[config.mk]
export PLATFORM = sky130hd
export DESIGN_NAME = spike_vote_counter
export DESIGN_NICKNAME = d
export VERILOG_FILES = /design/src/rtl/spike_vote_counter.sv
export SDC_FILE = /design/constraint.sdc
export NUM_CORES = 1
export LEC_CHECK = 0
export BUFFER_PORTS_ARGS = -buffer_cell sky130_fd_sc_hd__buf_2
export CELL_PAD_IN_SITES_DETAIL_PLACEMENT = 0
export CELL_PAD_IN_SITES_GLOBAL_PLACEMENT = 1
export CORE_MARGIN = 1
export CORE_UTILIZATION = 30
export CTS_CLUSTER_DIAMETER = 100
export DETAILED_ROUTE_END_ITERATION = 7
export PLACE_DENSITY_LB_ADDON = 0.12
export SETUP_SLACK_MARGIN = 0.5
export SKIP_CTS_REPAIR_TIMING = 1
export SLEW_MARGIN = 20
export SYNTH_ARGS = -nofsm -noshare
export SYNTH_HDL_FRONTEND = slang
export SYNTH_SLANG_ARGS = --single-unit
[constraint.sdc]
create_clock -name clock -period 6.8 [get_ports clock]
set_input_delay 1.36 -clock clock [delete_from_list [all_inputs] [get_ports clock]]
set_output_delay 1.36 -clock clock [all_outputs]
set_load 0.01 [all_outputs]
[src/rtl/spike_vote_counter.sv]
// Spike vote counter: accumulates per-class spike counts over a programmed
// number of iterations, then scans for the winning class. Optional port via VOTE_COUNTS_EN.
module spike_vote_counter #(
  parameter int NUM_CLASSES = 10,
  parameter int CLASS_W     = 4,
  parameter int COUNT_W     = 8,
  parameter int ITER_W      = 8
) (
  input  logic               clock,
  input  logic               reset,
  input  logic               start,
  input  logic [ITER_W-1:0]  iteration_num,
  input  logic               spike_valid,
  input  logic [CLASS_W-1:0] spike_class,
  input  logic               spike,
  input  logic               iteration_done,
  output logic               busy,
  output logic               result_valid,
  input  logic               result_ack,
  output logic [CLASS_W-1:0] result_class,
  output logic [COUNT_W-1:0] result_count,
  output logic               tie,
  output logic               class_err
`ifdef VOTE_COUNTS_EN
  ,
  output logic [NUM_CLASSES*COUNT_W-1:0] counts_flat
`endif
);

  typedef enum logic [1:0] {IDLE, COUNT, SCAN, HOLD} state_t;

  state_t             state_q, state_d;
  logic [COUNT_W-1:0] cnt_q [NUM_CLASSES];
  logic [COUNT_W-1:0] cnt_d [NUM_CLASSES];
  logic [ITER_W-1:0]  iter_q, iter_d;
  logic [ITER_W-1:0]  target_q, target_d;
  logic [CLASS_W-1:0] idx_q, idx_d;
  logic [CLASS_W-1:0] arg_q, arg_d;
  logic [COUNT_W-1:0] max_q, max_d;
  logic               tieWork_q, tieWork_d;
  logic [CLASS_W-1:0] resClass_q, resClass_d;
  logic [COUNT_W-1:0] resCount_q, resCount_d;
  logic               resTie_q, resTie_d;
  logic               err_q, err_d;

  logic               canCount;
  logic               classOk;
  logic [COUNT_W-1:0] scanVal;

  // Once the final iteration is tallied, COUNT spends one settle cycle with
  // iter_q == target_q before entering SCAN; inputs in that cycle are ignored.
  always_comb begin
    state_d    = state_q;
    iter_d     = iter_q;
    target_d   = target_q;
    idx_d      = idx_q;
    arg_d      = arg_q;
    max_d      = max_q;
    tieWork_d  = tieWork_q;
    resClass_d = resClass_q;
    resCount_d = resCount_q;
    resTie_d   = resTie_q;
    err_d      = err_q;
    for (int k = 0; k < NUM_CLASSES; k++) cnt_d[k] = cnt_q[k];

    canCount = (state_q == COUNT) && (iter_q != target_q);
    classOk  = 1'b0;
    scanVal  = '0;
    for (int k = 0; k < NUM_CLASSES; k++) begin
      if (spike_class == CLASS_W'(k)) classOk = 1'b1;
      if (idx_q == CLASS_W'(k)) scanVal = cnt_q[k];
    end

    case (state_q)
      IDLE: begin
        if (start) begin
          target_d = (iteration_num == '0) ? ITER_W'(1) : iteration_num;
          iter_d   = '0;
          err_d    = 1'b0;
          for (int k = 0; k < NUM_CLASSES; k++) cnt_d[k] = '0;
          state_d  = COUNT;
        end
      end
      COUNT: begin
        if (canCount) begin
          if (spike_valid && !classOk) err_d = 1'b1;
          for (int k = 0; k < NUM_CLASSES; k++) begin
            if (spike_valid && spike && spike_class == CLASS_W'(k) && cnt_q[k] != '1)
              cnt_d[k] = cnt_q[k] + COUNT_W'(1);
          end
          if (iteration_done) iter_d = iter_q + ITER_W'(1);
        end else begin
          idx_d   = '0;
          state_d = SCAN;
        end
      end
      SCAN: begin
        // Strictly-greater update keeps the lowest index among equal counts.
        if (idx_q == '0) begin
          max_d     = scanVal;
          arg_d     = '0;
          tieWork_d = 1'b0;
        end else if (scanVal > max_q) begin
          max_d     = scanVal;
          arg_d     = idx_q;
          tieWork_d = 1'b0;
        end else if (scanVal == max_q) begin
          tieWork_d = 1'b1;
        end
        idx_d = idx_q + CLASS_W'(1);
        if (idx_q == CLASS_W'(NUM_CLASSES - 1)) begin
          resClass_d = arg_d;
          resCount_d = max_d;
          resTie_d   = tieWork_d;
          state_d    = HOLD;
        end
      end
      HOLD: begin
        if (result_ack) state_d = IDLE;
      end
      default: state_d = IDLE;
    endcase
  end

  always_ff @(posedge clock) begin
    if (!reset) begin
      state_q    <= IDLE;
      iter_q     <= '0;
      target_q   <= '0;
      idx_q      <= '0;
      arg_q      <= '0;
      max_q      <= '0;
      tieWork_q  <= 1'b0;
      resClass_q <= '0;
      resCount_q <= '0;
      resTie_q   <= 1'b0;
      err_q      <= 1'b0;
      for (int k = 0; k < NUM_CLASSES; k++) cnt_q[k] <= '0;
    end else begin
      state_q    <= state_d;
      iter_q     <= iter_d;
      target_q   <= target_d;
      idx_q      <= idx_d;
      arg_q      <= arg_d;
      max_q      <= max_d;
      tieWork_q  <= tieWork_d;
      resClass_q <= resClass_d;
      resCount_q <= resCount_d;
      resTie_q   <= resTie_d;
      err_q      <= err_d;
      for (int k = 0; k < NUM_CLASSES; k++) cnt_q[k] <= cnt_d[k];
    end
  end

  assign busy         = (state_q == COUNT) || (state_q == SCAN);
  assign result_valid = (state_q == HOLD);
  assign result_class = resClass_q;
  assign result_count = resCount_q;
  assign tie          = resTie_q;
  assign class_err    = err_q;

`ifdef VOTE_COUNTS_EN
  always_comb begin
    counts_flat = '0;
    for (int k = 0; k < NUM_CLASSES; k++) counts_flat[k*COUNT_W +: COUNT_W] = cnt_q[k];
  end
`endif

endmodule

**Yosys cells after proc, flatten, opt, wreduce, memory -nomap -nowiden**

Memory sizes are Yosys's and may differ from the RTL's.
Cells that the tools add are included.

- Logic and storage cells: 180
- Bits of input ports: 19
- RAM bits: 80
- Flip-flop bits (word level): 49
- Memories kept: 1
- Output and inout port bits: 16

- Equality and inequality tests: 40
- Add/subtract/negate cells: 12
- Mux-type cells: 68
- Reduce and logical (&&, ||, !) cells: 37
- Order comparisons: 1
- Bitwise gates (word level): 10

Memories:

| memory | depth | bits a word | read ports | clocked after memory_dff | wr ports | RTL line | source |
|---|---|---|---|---|---|---|---|
| cnt_q | 10 | 8 | 10 | 0 | 10 | 33 | `logic [COUNT_W-1:0] cnt_q [NUM_CLASSES];` |

Operator list:

| operator | count |
|---|---|
| $mux W8 | 36 |
| $mux W80 | 2 |
| $pmux W80 S2 | 1 |
| $add A8 B1 Y8 const B | 11 |
| $ne A8 B8 Y1 const B | 10 |
| $eq A4 B3 Y1 const B | 8 |
| $logic_and A1 B1 Y1 | 23 |
| $mux W1 | 18 |
| $eq A4 B2 Y1 const B | 4 |
| $eq A4 B4 Y1 const B | 4 |
| $pmux W8 S2 | 1 |
| $mux W4 | 3 |
| $reduce_and A4 Y1 | 3 |
| $ne A2 B2 Y1 const B | 5 |
| $or A1 B1 Y1 | 10 |
| $eq A4 B1 Y1 const B | 2 |
| $eq A8 B8 Y1 | 1 |
| $gt A8 B8 Y1 | 1 |
| $logic_not A4 Y1 | 2 |
| $logic_not A8 Y1 | 1 |
| $mux W2 | 4 |
| $ne A8 B8 Y1 | 1 |
| $pmux W2 S4 | 1 |
| $pmux W4 S2 | 1 |
| other kinds (10) | 15 |

**Longest topological paths before layout**

- Word-level depth: 16
- Depth in mapped cells: 16
- Depth with buffers taken out: 13

**Worst setup path after synthesis**

OpenSTA, ideal clock, no wires.

- Path kind: register to register
- Start point: register idx_q[0]
- End point: register max_q[1]
- Library setup time: 128 ps
- Cell stages (with the launch flop): 15
- Arrival: 3,076 ps
- Path slack: 3,597 ps
- Required time: 6,672 ps
- Clock period less this slack: 3,203 ps
- Path through: dfxtp_1 inv_1 ha_1 clkbuf_1 nor3b_1 a211oi_1 o22ai_1 a22oi_1 ha_1 nand4_1 nor2_1 a21oi_1 o31ai_4 mux2i_1 nor2_1

- Word-level cells in the longest chain between the ends: 14

RTL lines:

| what | RTL line | source |
|---|---|---|
| from (decl) | 37 | `logic [CLASS_W-1:0] idx_q, idx_d;` |
| from (signal assigned) | 143 | `idx_q <= idx_d;` |
| $logic_not A4 Y1 | 71, 99 |  |
| $mux W8 (10 in series) | 71 | `if (idx_q == CLASS_W'(k)) scanVal = cnt_q[k];` |
| $gt A8 B8 Y1 | 103 | `end else if (scanVal > max_q) begin` |
| $mux W8 | 103 |  |
| $mux W8 * | 99 | `if (idx_q == '0) begin` |
| to (signal assigned) | 145 | `max_q <= max_d;` |
| to (decl) | 39 | `logic [COUNT_W-1:0] max_q, max_d;` |

Every way passes the cells marked *; elsewhere a longest branch is shown, timed or not.
A chain may end at the register's enable or synchronous reset.

**Worst setup path in the final report**

- Start point: register idx_q[0]
- End point: register max_q[5]

Same word-level chain as after synthesis.

==> results.sh <==
export IMPL_status="finished, final reports clean"
export IMPL_clock_fmax_ghz=0.2391
export IMPL_wirelength_um=21790
export IMPL_clockRootBuffer="clkbuf_16"
export IMPL_yosysSeqAreaShare=0.3559
export IMPL_synth_compound_area_frac=0.1531
export IMPL_ir_worst_vdd_mv=0.1331
export IMPL_cp_num_buf_inv=2
export IMPL_syn_inst=903
export IMPL_die_area_mm2=0.02482
export IMPL_crit_arrival_ns=4.48
export IMPL_antenna_found_initial=0
export IMPL_tns_ns=0
export IMPL_grt_usage=0.1849
export IMPL_crit_family="compound AO/OA/AOI/OAI gates"
export IMPL_drtAntennaViolNets=0
export IMPL_post_route_min_period_ns=4.182
export IMPL_hold_path_class="register to register"
export IMPL_critPathLaunchType="register"
export IMPL_met3_length_um=685
export IMPL_synth_top_family_by_area="simple AND/OR/NAND/NOR gates"
export IMPL_drv_slew=0
export IMPL_topRoutingLayerUsed="met4"
export IMPL_skew_ns=0.01124
export IMPL_cts_tree="built"
export IMPL_p_total_w=0.002598
export IMPL_slowest_delay_ns=0.62
export IMPL_fin_nets=960
export IMPL_cts_num_sinks=129
export IMPL_synth_ff_type="dfxtp_1"
export IMPL_muxShareOfSynthArea=0.02776
export IMPL_clkTransAtPathRegs_ns=0.06
export IMPL_rsz0062_at_grt="false"
export IMPL_pwr_density_cell_mw_per_mm2=313.0
export IMPL_multi_input_area_mm2=0.004319
export IMPL_cp_max_fo=33
export IMPL_synth_top_area_frac=0.3559
export IMPL_crit_path_end_kind="register"
export IMPL_post_drt_via_cell_ratio=5.150
export IMPL_register_area_mm2=0.002582
export IMPL_grt_ovfl_total=0
export IMPL_hold_viol_final=0
export IMPL_synth_top_cells_by_area="dfxtp_1 36%, xnor2_1 7.8%, ha_1 4.7%"
export IMPL_dr_wl_met2_um=9630
export IMPL_ios=35
export IMPL_avgSynthCellArea_um2=8.037
export IMPL_synthesis_nets=949
export IMPL_ys_ff_latch=129
export IMPL_row_count=56
export IMPL_yosys_area_share_simple=0.2805
export IMPL_synthAdderAreaFrac=0.04655
export IMPL_port_buffers=34
export IMPL_drive_above_1_share=0.1025
export IMPL_mappedNetlistArea_mm2=0.007257
export IMPL_first_iter_violations=359
export IMPL_grt_pass1_wl_um=35100
export IMPL_place_congestion=0.8181
export IMPL_p_leak_nw=2.739
export IMPL_p_switching_w=0.0009654
export IMPL_grt_max_degree=69
export IMPL_sw_frac_of_total=0.3716
export IMPL_routedWlPerCell_um=17.49
export IMPL_vias=6417
export IMPL_layout_cells_non_filler=1246
export IMPL_place_inst=1214
export IMPL_diodes=0
export IMPL_core_mm2=0.02361
export IMPL_clock_latency_ns=0.43
export IMPL_crit_type="register to register"
export IMPL_clock_power_share=0.372
export IMPL_synth_edf_count=0
export IMPL_setup_viol=0
export IMPL_post_route_period_util=0.6150
export IMPL_fp_dieH_um=157.5
export IMPL_synth_distinct_cells=63
export IMPL_synth_area_leader_cell="dfxtp_1"
export IMPL_critPathSlowestCell="o31ai_4"
export IMPL_synth_xor_area_frac=0.08448
export IMPL_die_w_um=157.5
export IMPL_syn_to_final_growth_pct=14.36
export IMPL_path_cells="inv_1 > ha_1 > buf_4 > nor3b_1 > a211oi_1 > o22ai_1 > a22oi_1 > ha_1 > nand4_1 > nor2_1 > a21oi_1 > o31ai_4 > mux2i_1 > nor2_1"
export IMPL_cts_made_buffers=17
export IMPL_initial_core_util=0.3073
export IMPL_fillers=2528
export IMPL_p_int_w=0.001632
export IMPL_relSlewSlack=0.3704
export IMPL_ys_warn_count=0
export IMPL_cp_required_ns=7.10
export IMPL_drt_met1_wl_um=11220
export IMPL_synth_commonest_cells="129 x dfxtp_1, 85 x nor2_1, 77 x nand2_1, 67 x nand3_1, 65 x xnor2_1"
export IMPL_async_flop_share=0
export IMPL_seqPwrFrac=0.327
export IMPL_dpl_hpwl_um=15260
export IMPL_drc_errors=0
export IMPL_dp_slack_ns=2.672
export IMPL_firstDrtPassIters=5
export IMPL_htreeDepth=4
export IMPL_grt_pass1_vias=6124
export IMPL_tightestPinTransition_ns=0.9444
export IMPL_ctsLongestPathBuffers=2
export IMPL_synth_most_common_cell="dfxtp_1"
export IMPL_maxCapViolCount=0
export IMPL_comb_power_share=0.301
export IMPL_setup_ws_ns=2.618
sequential cells by signal (all words and copies together) (netlist names):
name,cells
cnt_q,80
iter_q,8
max_q,8
result_count,8
target_q,8
arg_q,4
idx_q,4
result_class,4
state_q,2
class_err,1
tie,1
tieWork_q,1
layer usage:
layer | vias up | track usage
met5 | - | 0
met4 | 0 | 0.04623
met3 | 13 | 0.03662
met2 | 110 | 0.2859
met1 | 3024 | 0.2605
li1 | 3270 | -
through the flow:
stage	utilization	hold slack, ns	instance area, µm²
4_1_cts	0.3515	0.4604	8299
2_1_floorplan	-	0.4488	7257
6_report	0.3515	0.4567	8299
5_1_grt	0.3515	0.4746	8299
3_3_place_gp	0.3251	0.4503	7677
3_5_place_dp	0.3251	0.4514	7677
tightest hold or removal path: stages (launching register included):
cell,delay [ns]
dfxtp_1,0.31
nand2_1,0.05
o21ai_0,0.06
placed cells by master, fill, tap and decap left out, types with 30 or more instances in the layout:
cell,instances
nand2_1,77
nor4_1,30
dfxtp_1,129
inv_1,33
nand3_1,67
xnor2_1,65
buf_2,34
o21ai_0,48
a21oi_1,63
nor2_1,85
kinds of logic (layout without fill, tap and decap cells):
| logic type | Yosys count | in the layout |
|---|---|---|
| AO/OA/AOI/OAI | 179 | 179 |
| flip-flops | 129 | 129 |
| AND/OR/NAND/NOR | 392 | 392 |
| buffers and inverters | 86 | 110 |
| XOR/XNOR | 70 | 70 |
| multiplexers | 20 | 20 |
| adder cells (fa/ha/maj) | 27 | 27 |
path summary, 6_finish.rpt:
path,from,to,slack [ns],cells after the start
min,tie,tie,0.46,2
max reg2reg,idx_q[0],max_q[5],2.62,14
max,idx_q[0],max_q[5],2.62,14
min reg2reg,tie,tie,0.46,2
final cells by class:
class	instances	share of cell area
clock buffers	20	0.05623
clock inverters	12	0.01869
inverters	33	0.01493
multi-input cells	688	0.5204
flip-flops and latches	129	0.3112
well taps	319	0.04809
repair buffers	45	0.03045
power by group through the flow:
stage / sequential [W] / clock (W) / combinational, W
after global placement: 0.000868 / 0 / 0.000794
after CTS: 0.000850 / 0.000993 / 0.000788
after floorplan: 0.000850 / 0 / 0.000596
final: 0.000850 / 0.000966 / 0.000782
after global routing: 0.000857 / 0.00103 / 0.000867
after detailed placement: 0.000867 / 0 / 0.000785
Power figures use the tool's default switching activity.
